<file path="src/rtl/truth_table_sequencer_pkg.sv">
// rtl/truth_table_sequencer_pkg.sv - shared state encodings, constants and helpers for the truth-table sequencer
package truth_table_sequencer_pkg;

    // FSM state encodings
    localparam logic [1:0] ST_IDLE   = 2'd0;
    localparam logic [1:0] ST_WAIT   = 2'd1;
    localparam logic [1:0] ST_SAMPLE = 2'd2;
    localparam logic [1:0] ST_DONE   = 2'd3;

    // Golden-function selector values for CHECK_AND
    localparam int GOLDEN_AND_OFF = 0;
    localparam int GOLDEN_AND_ON  = 1;

    // Width of the settle counter; a single bit is kept even when SETTLE is 1
    function automatic int settle_cnt_width(input int settle);
        return (settle > 1) ? $clog2(settle) : 1;
    endfunction

    // Case-equality compare so that X/Z on either response is flagged as a failure
    function automatic logic resp_fail(input logic a, input logic b, input logic golden,
                                       input logic check_golden);
        return (a !== b) | (check_golden & (a !== golden));
    endfunction

endpackage

</file>
<file path="src/rtl/truth_table_sequencer_if.sv">
// rtl/truth_table_sequencer_if.sv - stimulus/response and result bundle between sequencer and its environment
//  start          request a sweep
//  stim           vector driven to both implementations
//  resp_a/resp_b  gate-level / expression-level outputs
//  busy/done      sweep in progress / one-cycle completion pulse
//  mismatch, err_count, first_err_vec   sweep results
interface truth_table_sequencer_if #(
    parameter int N_IN = 2
);
    logic            start;
    logic [N_IN-1:0] stim;
    logic            resp_a;
    logic            resp_b;
    logic            busy;
    logic            done;
    logic            mismatch;
    logic [N_IN:0]   err_count;
    logic [N_IN-1:0] first_err_vec;

    modport master (
        input  start, resp_a, resp_b,
        output stim, busy, done, mismatch, err_count, first_err_vec
    );

    modport slave (
        output start, resp_a, resp_b,
        input  stim, busy, done, mismatch, err_count, first_err_vec
    );
endinterface

</file>
<file path="src/rtl/truth_table_sequencer_settle_timer.sv">
// rtl/truth_table_sequencer_settle_timer.sv - down-counter holding stim for SETTLE cycles before sampling
//  clk, rst   clock, synchronous active-high reset
//  load       load SETTLE-1
//  dec        decrement by one
//  zero       count has reached zero
module truth_table_sequencer_settle_timer
    import truth_table_sequencer_pkg::*;
#(
    parameter int SETTLE = 1
) (
    input  logic clk,
    input  logic rst,
    input  logic load,
    input  logic dec,
    output logic zero
);
    localparam int CW = settle_cnt_width(SETTLE);
    localparam logic [CW-1:0] LOAD_VAL = CW'(SETTLE - 1);

    logic [CW-1:0] cnt;

    always_ff @(posedge clk) begin
        if (rst) begin
            cnt <= '0;
        end else if (load) begin
            cnt <= LOAD_VAL;
        end else if (dec && cnt != '0) begin
            cnt <= cnt - CW'(1);
        end
    end

    assign zero = (cnt == '0);
endmodule

</file>
<file path="src/rtl/truth_table_sequencer.sv">
// rtl/truth_table_sequencer.sv - handshaked exhaustive truth-table sweep comparing two gate implementations
//  clk, rst   clock, synchronous active-high reset
//  bus        master side: start in, stim out, resp_a/resp_b in, busy/done/mismatch/err_count/first_err_vec out
module truth_table_sequencer
    import truth_table_sequencer_pkg::*;
#(
    parameter int N_IN      = 2,
    parameter int SETTLE    = 1,
    parameter int CHECK_AND = GOLDEN_AND_ON
) (
    input  logic                          clk,
    input  logic                          rst,
    truth_table_sequencer_if.master       bus
);
    localparam logic [N_IN-1:0] STIM_LAST = '1;

    logic [1:0]      state;
    logic [N_IN-1:0] stim;
    logic            mismatch;
    logic [N_IN:0]   err_count;
    logic [N_IN-1:0] first_err_vec;
    logic            tmr_load;
    logic            tmr_dec;
    logic            tmr_zero;
    logic            fail;

    truth_table_sequencer_settle_timer #(.SETTLE(SETTLE)) u_settle_timer (
        .clk  (clk),
        .rst  (rst),
        .load (tmr_load),
        .dec  (tmr_dec),
        .zero (tmr_zero)
    );

    always_comb begin
        // Reload on sweep start and on every step to the next vector
        tmr_load = ((state == ST_IDLE) && bus.start) ||
                   ((state == ST_SAMPLE) && (stim != STIM_LAST));
        tmr_dec  = (state == ST_WAIT) && !tmr_zero;
        fail     = resp_fail(bus.resp_a, bus.resp_b, &stim, CHECK_AND != GOLDEN_AND_OFF);
    end

    always_ff @(posedge clk) begin
        if (rst) begin
            state         <= ST_IDLE;
            stim          <= '0;
            mismatch      <= 1'b0;
            err_count     <= '0;
            first_err_vec <= '0;
        end else begin
            case (state)
                ST_IDLE: begin
                    if (bus.start) begin
                        state         <= ST_WAIT;
                        stim          <= '0;
                        mismatch      <= 1'b0;
                        err_count     <= '0;
                        first_err_vec <= '0;
                    end
                end
                ST_WAIT: begin
                    if (tmr_zero) begin
                        state <= ST_SAMPLE;
                    end
                end
                ST_SAMPLE: begin
                    if (fail) begin
                        // At most 2**N_IN failures fit in N_IN+1 bits, so no saturation needed
                        err_count <= err_count + (N_IN+1)'(1);
                        mismatch  <= 1'b1;
                        if (!mismatch) begin
                            first_err_vec <= stim;
                        end
                    end
                    // All-ones is terminal so stim never wraps within a sweep
                    if (stim == STIM_LAST) begin
                        state <= ST_DONE;
                    end else begin
                        stim  <= stim + N_IN'(1);
                        state <= ST_WAIT;
                    end
                end
                default: begin
                    state <= ST_IDLE;
                end
            endcase
        end
    end

    assign bus.stim          = stim;
    assign bus.busy          = (state == ST_WAIT) || (state == ST_SAMPLE);
    assign bus.done          = (state == ST_DONE);
    assign bus.mismatch      = mismatch;
    assign bus.err_count     = err_count;
    assign bus.first_err_vec = first_err_vec;
endmodule
</file>
<file path="src/flat_wrapper.sv">
// flat-port wrapper written by rule: the top's interface ports become plain ports
module truth_table_sequencer_flat import truth_table_sequencer_pkg::*;
#(
    parameter int N_IN      = 2,
    parameter int SETTLE    = 1,
    parameter int CHECK_AND = GOLDEN_AND_ON
)
  (clk, rst, bus_start, bus_resp_a, bus_resp_b, bus_stim, bus_busy, bus_done, bus_mismatch, bus_err_count, bus_first_err_vec);
  truth_table_sequencer_if #(.N_IN(N_IN)) bus_i ();
  input  logic clk;
  input  logic rst;
  input wire logic [$bits(bus_i.start)-1:0] bus_start;
  input wire logic [$bits(bus_i.resp_a)-1:0] bus_resp_a;
  input wire logic [$bits(bus_i.resp_b)-1:0] bus_resp_b;
  output wire logic [$bits(bus_i.stim)-1:0] bus_stim;
  output wire logic [$bits(bus_i.busy)-1:0] bus_busy;
  output wire logic [$bits(bus_i.done)-1:0] bus_done;
  output wire logic [$bits(bus_i.mismatch)-1:0] bus_mismatch;
  output wire logic [$bits(bus_i.err_count)-1:0] bus_err_count;
  output wire logic [$bits(bus_i.first_err_vec)-1:0] bus_first_err_vec;
  assign bus_i.start = bus_start;
  assign bus_i.resp_a = bus_resp_a;
  assign bus_i.resp_b = bus_resp_b;
  assign bus_stim = bus_i.stim;
  assign bus_busy = bus_i.busy;
  assign bus_done = bus_i.done;
  assign bus_mismatch = bus_i.mismatch;
  assign bus_err_count = bus_i.err_count;
  assign bus_first_err_vec = bus_i.first_err_vec;
  truth_table_sequencer #(.N_IN(N_IN), .SETTLE(SETTLE), .CHECK_AND(CHECK_AND)) u_core (.clk(clk), .rst(rst), .bus(bus_i));
endmodule
</file>
<file path="config.mk">
export PLATFORM = sky130hd
export DESIGN_NAME = truth_table_sequencer_flat
export DESIGN_NICKNAME = d
export VERILOG_FILES = /design/src/rtl/truth_table_sequencer_pkg.sv /design/src/rtl/truth_table_sequencer_if.sv /design/src/rtl/truth_table_sequencer_settle_timer.sv /design/src/rtl/truth_table_sequencer.sv /design/src/flat_wrapper.sv
export SDC_FILE = /design/constraint.sdc
export NUM_CORES = 1
export LEC_CHECK = 0
export CORE_AREA = 10 10 47 49
export CTS_CLUSTER_DIAMETER = 150
export DETAILED_ROUTE_END_ITERATION = 8
export DIE_AREA = 0 0 57 59
export GPL_ROUTABILITY_DRIVEN = 0
export MAX_ROUTING_LAYER = met4
export PLACE_DENSITY = 0.76
export RECOVER_POWER = 100
export SLEW_MARGIN = 30
export SYNTH_ARGS = -nofsm -noshare
export SYNTH_HDL_FRONTEND = slang
export SYNTH_SLANG_ARGS = --single-unit
export TNS_END_PERCENT = 1
</file>
<file path="constraint.sdc">
create_clock -name clk -period 5.35 [get_ports clk]
set_clock_uncertainty 0.1 [all_clocks]
set_input_delay 1.07 -clock clk [delete_from_list [all_inputs] [get_ports clk]]
set_output_delay 1.07 -clock clk [all_outputs]
set_load 0.005 [all_outputs]
</file>
### Yosys cells after proc, flatten, opt, wreduce, memory -nomap -nowiden

Cells that the tools add are included.

* register bits: 11
* output and inout bits: 10
* word-level logic and storage cells: 52

* $add $sub $neg: 3
* equal/unequal tests: 12
* muxes and demuxes: 16
* bitwise gates (word level): 1
* reductions and logical operators: 14

Operator list (number)
* 2-bit 2-to-1 mux: 7
* 2-bit inequality test, second input constant: 5
* 2-bit one-hot mux with 2 select lines: 2
* 2-bit equality test, second input constant: 3
* 3-bit 2-to-1 mux: 2
* 2-bit one-hot mux with 3 select lines: 1
* 3-bit one-hot mux with 2 select lines: 1
* 3-bit AND reduction: 2
* 1-bit logical AND: 4
* 2-bit AND reduction: 2
* 4-bit AND reduction: 1
* 3-bit by 1-bit adder with 3-bit output, second input constant: 1
* 2-bit by 1-bit adder with 2-bit output, second input constant: 1
* 2-bit by 1-bit equality test with 1-bit output, second input constant: 1
* 2-bit zero test: 1
* 1-bit logical OR: 2
* 1-bit 2-to-1 mux: 2
* 2-bit by 1-bit inequality test with 1-bit output, second input constant: 1
* 1-bit case inequality test: 2
* 1-bit one-hot mux with 2 select lines: 1
* 2-bit nonzero test: 1
* 2-bit OR reduction: 1
* 1-bit bitwise OR: 1
* 1-bit subtractor, second input constant: 1

### Depth between registers and ports, before layout

* depth in word-level cells: 5
* gate-level depth with buffers: 7
* gate-level depth less buffers: 6

### By module

Synthesis repeated with hierarchy kept, for this count alone.

* cell total of the unflattened synthesis: 74
* area total of the unflattened synthesis: 634.4 um2

By module, submodules not included
* truth_table_sequencer: times used 1, cells each 71, area each 595.6 um2, seq. area each 200.2 um2
* truth_table_sequencer_settle_timer: times used 1, cells each 3, area each 38.8 um2, seq. area each 20.0 um2

### Worst setup path after synthesis

No wires, ideal clock.

* path type: input-to-reg
* from: input port bus_start
* to: register u_core.err_count[2], in the netlist u_core.bus.err_count[2]
* library setup time: 132 ps
* arrival: 1875 ps
* required time: 5118 ps
* setup slack: 3243 ps
* cell stages on the path: 5
* cells stage by stage: mux2i_1 -> or3_1 -> buf_2 -> o21ai_2 -> a21oi_1

* cells in the longest elaborated chain, start to end: 2

Ends and longest elaborated chain
* start, declared: RTL line flat_wrapper.sv:12 `input wire logic [$bits(bus_i.start)-1:0] bus_start;`
* 2-bit inequality test (no source line)
* 3-bit AND reduction (no source line)
* end signal, assigned: RTL line truth_table_sequencer.sv:69 `err_count <= err_count + (N_IN+1)'(1);`
* end, declared: RTL line truth_table_sequencer.sv:20 `logic [N_IN:0] err_count;`

No other way between the ends.
A chain may end at the register's enable or synchronous reset.

### Worst setup path after layout

* from: register u_core.state[0]
* to: output port bus_busy

* cells in the longest elaborated chain, start to end: 2

Ends and longest elaborated chain
* start, declared: RTL line truth_table_sequencer.sv:17 `logic [1:0] state;`
* start signal, assigned: RTL line truth_table_sequencer.sv:45 `state <= ST_IDLE;`
* start signal, assigned: RTL line truth_table_sequencer.sv:54 `state <= ST_WAIT;`
* start signal, assigned: RTL line truth_table_sequencer.sv:63 `state <= ST_SAMPLE;`
* 2-bit by 1-bit equality test with 1-bit output / 2-bit equality test (equally long branches): RTL line truth_table_sequencer.sv:91 `assign bus.busy = (state == ST_WAIT) || (state == ST_SAMPLE);`
* 1-bit logical OR (*): RTL line truth_table_sequencer.sv:91
* end, declared: RTL line flat_wrapper.sv:16 `output wire logic [$bits(bus_i.busy)-1:0] bus_busy;`

Every way passes the cells marked *; elsewhere a longest branch is shown, timed or not.

==> flow_results.xml <==
<?xml version="1.0" encoding="UTF-8"?>
<metrics>
  <group name="cts">
    <metric name="cts_resized" unit="">0</metric>
    <metric name="clk_path_buf_depth" unit="">2</metric>
    <metric name="tritoncts" unit="">built</metric>
    <metric name="cts_htree_levels" unit="">1</metric>
    <metric name="cts_hold_buf" unit="">0</metric>
    <metric name="clock-sinks" unit="">11</metric>
    <metric name="clk-insertion-delay-late" unit="ns">0.28</metric>
    <metric name="ctsRootBufferMaster" unit="">clkbuf_4</metric>
    <metric name="postCtsSetupRepairBufs" unit="">0</metric>
    <metric name="clk_pin_slew_worst_paths" unit="ns">0.07</metric>
    <metric name="cts-buffers-inserted" unit="">3</metric>
  </group>
  <group name="layout">
    <metric name="nets" unit="">98</metric>
    <metric name="final_cell_area" unit="um2">788</metric>
    <metric name="antenna_cells" unit="">0</metric>
    <metric name="final-instance-count-excl-fill" unit="">101</metric>
    <metric name="final_core_utilization" unit="%">56.3</metric>
    <metric name="fraction_of_layout_instances_using_a_drive_strength_above_1" unit="%">5.88</metric>
    <metric name="flow.area_growth_from_synthesis" unit="%">27.3</metric>
  </group>
  <group name="worst_setup_path">
    <metric name="critical_path.max_fanout" unit="">5</metric>
    <metric name="worstReg2RegStart" unit="">u_core.state[0]</metric>
    <metric name="crit-reg2reg-capture" unit="">u_core.bus.err_count[0]</metric>
    <metric name="worst-endpoint-arrival" unit="ns">1.65</metric>
    <metric name="cp-start-kind" unit="">flop</metric>
    <metric name="reg2regPathDepth" unit="">6</metric>
    <metric name="end_kind" unit="">primary output</metric>
    <metric name="critical_path_required" unit="ns">4.18</metric>
    <metric name="setup.worst_path.class" unit="">reg2out</metric>
    <metric name="reg2reg_setup_slack" unit="ns">3.07</metric>
  </group>
  <group name="worst_hold_path">
    <metric name="hp-class" unit="">reg2reg</metric>
    <metric name="hold_start" unit="">u_core.bus.err_count[2]</metric>
    <metric name="timing.hold.worst_path_depth" unit="">2</metric>
    <metric name="holdPathEnd" unit="">u_core.bus.err_count[2]</metric>
  </group>
  <group name="sta">
    <metric name="max_slew_margin" unit="%">62.0</metric>
    <metric name="timing_max_transition_violations_final" unit="">0</metric>
    <metric name="final-setup-viol-count" unit="">0</metric>
    <metric name="min_period_over_period" unit="%">52.7</metric>
    <metric name="hold_viol" unit="">0</metric>
    <metric name="worst-slew-pin-transition" unit="ns">0.565</metric>
    <metric name="setup_slack_of_the_critical_path_after_layout" unit="ns">2.53</metric>
    <metric name="totalNegativeSetupSlack" unit="ns">0</metric>
    <metric name="fmax" unit="MHz">355</metric>
    <metric name="hold_slack" unit="ns">0.367</metric>
    <metric name="timing.final.crit_period" unit="ns">2.82</metric>
    <metric name="rsz0062_at_grt" unit="">false</metric>
  </group>
  <group name="global_route">
    <metric name="gr-total-overflow" unit="">0</metric>
    <metric name="global_route.usage.total" unit="%">8.85</metric>
    <metric name="grt_antenna_before_repair" unit="">0</metric>
    <metric name="number_of_global_route_vias_before_repair" unit="">541</metric>
    <metric name="grt_start_max_net_pins" unit="">15</metric>
    <metric name="grt_pass1_wl" unit="um">2350</metric>
  </group>
  <group name="yosys">
    <metric name="mappedNetlistArea" unit="um2">619</metric>
    <metric name="synth_seq_area_share" unit="%">35.6</metric>
    <metric name="count_of_flip_flops_with_a_built_in_enable_after_synthesis" unit="">0</metric>
    <metric name="syn_nets" unit="">82</metric>
    <metric name="ys_ff_latch" unit="">11</metric>
    <metric name="synthesis.yosys.warnings" unit="">0</metric>
    <metric name="dominant_synthesized_flop_cell" unit="">dfxtp_1</metric>
    <metric name="synthesis.instances" unit="">70</metric>
    <metric name="postSynth.asyncResetShare" unit="%">0</metric>
    <metric name="netlist-cell-type-count" unit="">28</metric>
    <metric name="synthesis.area_per_instance" unit="um2">8.85</metric>
  </group>
  <group name="routing">
    <metric name="vias_per_cell" unit="">5.47</metric>
    <metric name="ant_nets" unit="">0</metric>
    <metric name="post_drt_wl_per_cell" unit="um">13.2</metric>
    <metric name="drt_iter0_drc" unit="">8</metric>
    <metric name="first_pass_iters" unit="">4</metric>
    <metric name="detail_route.wirelength" unit="um">1340</metric>
    <metric name="drc" unit="">0</metric>
    <metric name="route.vias.total" unit="">552</metric>
  </group>
  <group name="pwr">
    <metric name="worst_vdd_drop" unit="mV">0.116</metric>
    <metric name="leakage" unit="nW">0.327</metric>
    <metric name="power_density" unit="nW/um2">222</metric>
    <metric name="total_power" unit="mW">0.175</metric>
  </group>
  <group name="floorplanning">
    <metric name="floorplan.die_area" unit="um2">3360</metric>
    <metric name="row_count" unit="">14</metric>
    <metric name="core_area" unit="um2">1400</metric>
    <metric name="num_io_pins" unit="">15</metric>
    <metric name="floorplan.initialDensity" unit="%">44.2</metric>
    <metric name="floorplan.die.width" unit="um">57</metric>
    <metric name="die_height" unit="um">59</metric>
  </group>
  <group name="placed_design">
    <metric name="count_of_input_and_output_buffers" unit="">14</metric>
    <metric name="post-place-cells" unit="">97</metric>
    <metric name="hpwl_detailed" unit="um">1050</metric>
    <metric name="placed_cell_area" unit="um2">767</metric>
    <metric name="detailedPlace.worstSlack" unit="ns">2.63</metric>
  </group>
  <group name="status">
    <metric name="status" unit="">complete, no violations</metric>
  </group>
  <group name="run">
    <metric name="cap_viol_max_count" unit="">0</metric>
  </group>
</metrics>
[worst max-delay path, cell delays in order, from the launching register on]
cell,delay (ns)
dfxtp_1,0.40
inv_1,0.11
ha_1,0.29
dlygate4sd3_1,0.58
[power breakdown]
part,internal [mW],switching (mW)
registers,0.0839,0.00264
clock network,0.0289,0.0293
logic,0.0136,0.0164
total,0.126,0.0484
[sequential cells by signal, summed over array words and instances (netlist names)]
signal,cells
u_core.bus.err_count,3
u_core.bus.mismatch,1
u_core.state,2
u_core.bus.stim,2
u_core.u_settle_timer.cnt,1
u_core.bus.first_err_vec,2
[layer usage]
metal,global-route usage [%],part of all wire (%),vias up
li1,-,-,283
met1,9.54,42,254
met2,13.0,48,10
met3,3.65,7.4,5
met4,6.04,2.6,0
met5,-,0,-
[Yosys cell counts (2+ instances only)]
cell	n	area share [%]
dfxtp_1	11	36
ha_1	7	14
nand2_1	7	4.2
a21oi_1	5	4.0
inv_1	4	2.4
nor2_1	4	2.4
nand3_1	3	2.4
nand4b_1	3	4.2
a31oi_1	2	2.0
clkbuf_1	2	1.2
mux2i_1	2	3.2
nand3b_1	2	2.4
o21ai_1	2	1.6
o31ai_1	2	2.4
[cells in the final DEF, fill, tap and decap left out, drive strengths merged]
cell	instances
a2111oi	1
a211o	1
a21oi	5
a22oi	1
a31oi	2
and2	1
and4	1
clkbuf	4
clkdlybuf4s50	2
dfxtp	11
dlygate4sd3	12
ha	7
inv	4
mux2i	2
nand2	7
nand3	3
nand3b	2
nand4b	3
nor2	4
nor2b	1
nor3	2
nor4b	1
o21a	1
o21ai	4
o31ai	2
or3	1
[cells by family after synthesis]
kind of cell / Yosys count / share of synthesized area, %
AOI/OAI and AO/OA: 17 / 17.6
adders and majority gates: 7 / 14.1
buffers and inverters: 7 / 4.44
DFF: 11 / 35.6
muxes: 2 / 3.23
and+or+nand+nor: 26 / 25.1
[layout make-up]
| class | count | area, um2 |
|---|---|---|
| repair buffers | 14 | 140 |
| multi-input cells | 52 | 367 |
| clock buffers | 4 | 26.3 |
| flip-flops and latches | 11 | 220 |
| fillers | 143 | 613 |
| inverters | 4 | 15.0 |
| well taps | 16 | 20.0 |
[worst max path at each step]
| stage | startpoint | end | slack, ns | depth (start not counted) |
|---|---|---|---|---|
| floorplan | bus_start | u_core.bus.err_count[2] | 3.24 | 5 |
| global placement | bus_start | u_core.bus.err_count[2] | 2.66 | 5 |
| detailed placement | bus_start | u_core.bus.err_count[2] | 2.63 | 5 |
| CTS | u_core.state[0] | bus_busy | 2.60 | 3 |
| global route | u_core.state[0] | bus_busy | 2.45 | 3 |
| finish | u_core.state[0] | bus_busy | 2.53 | 3 |
No activity file was read; power rests on OpenSTA's default activity.
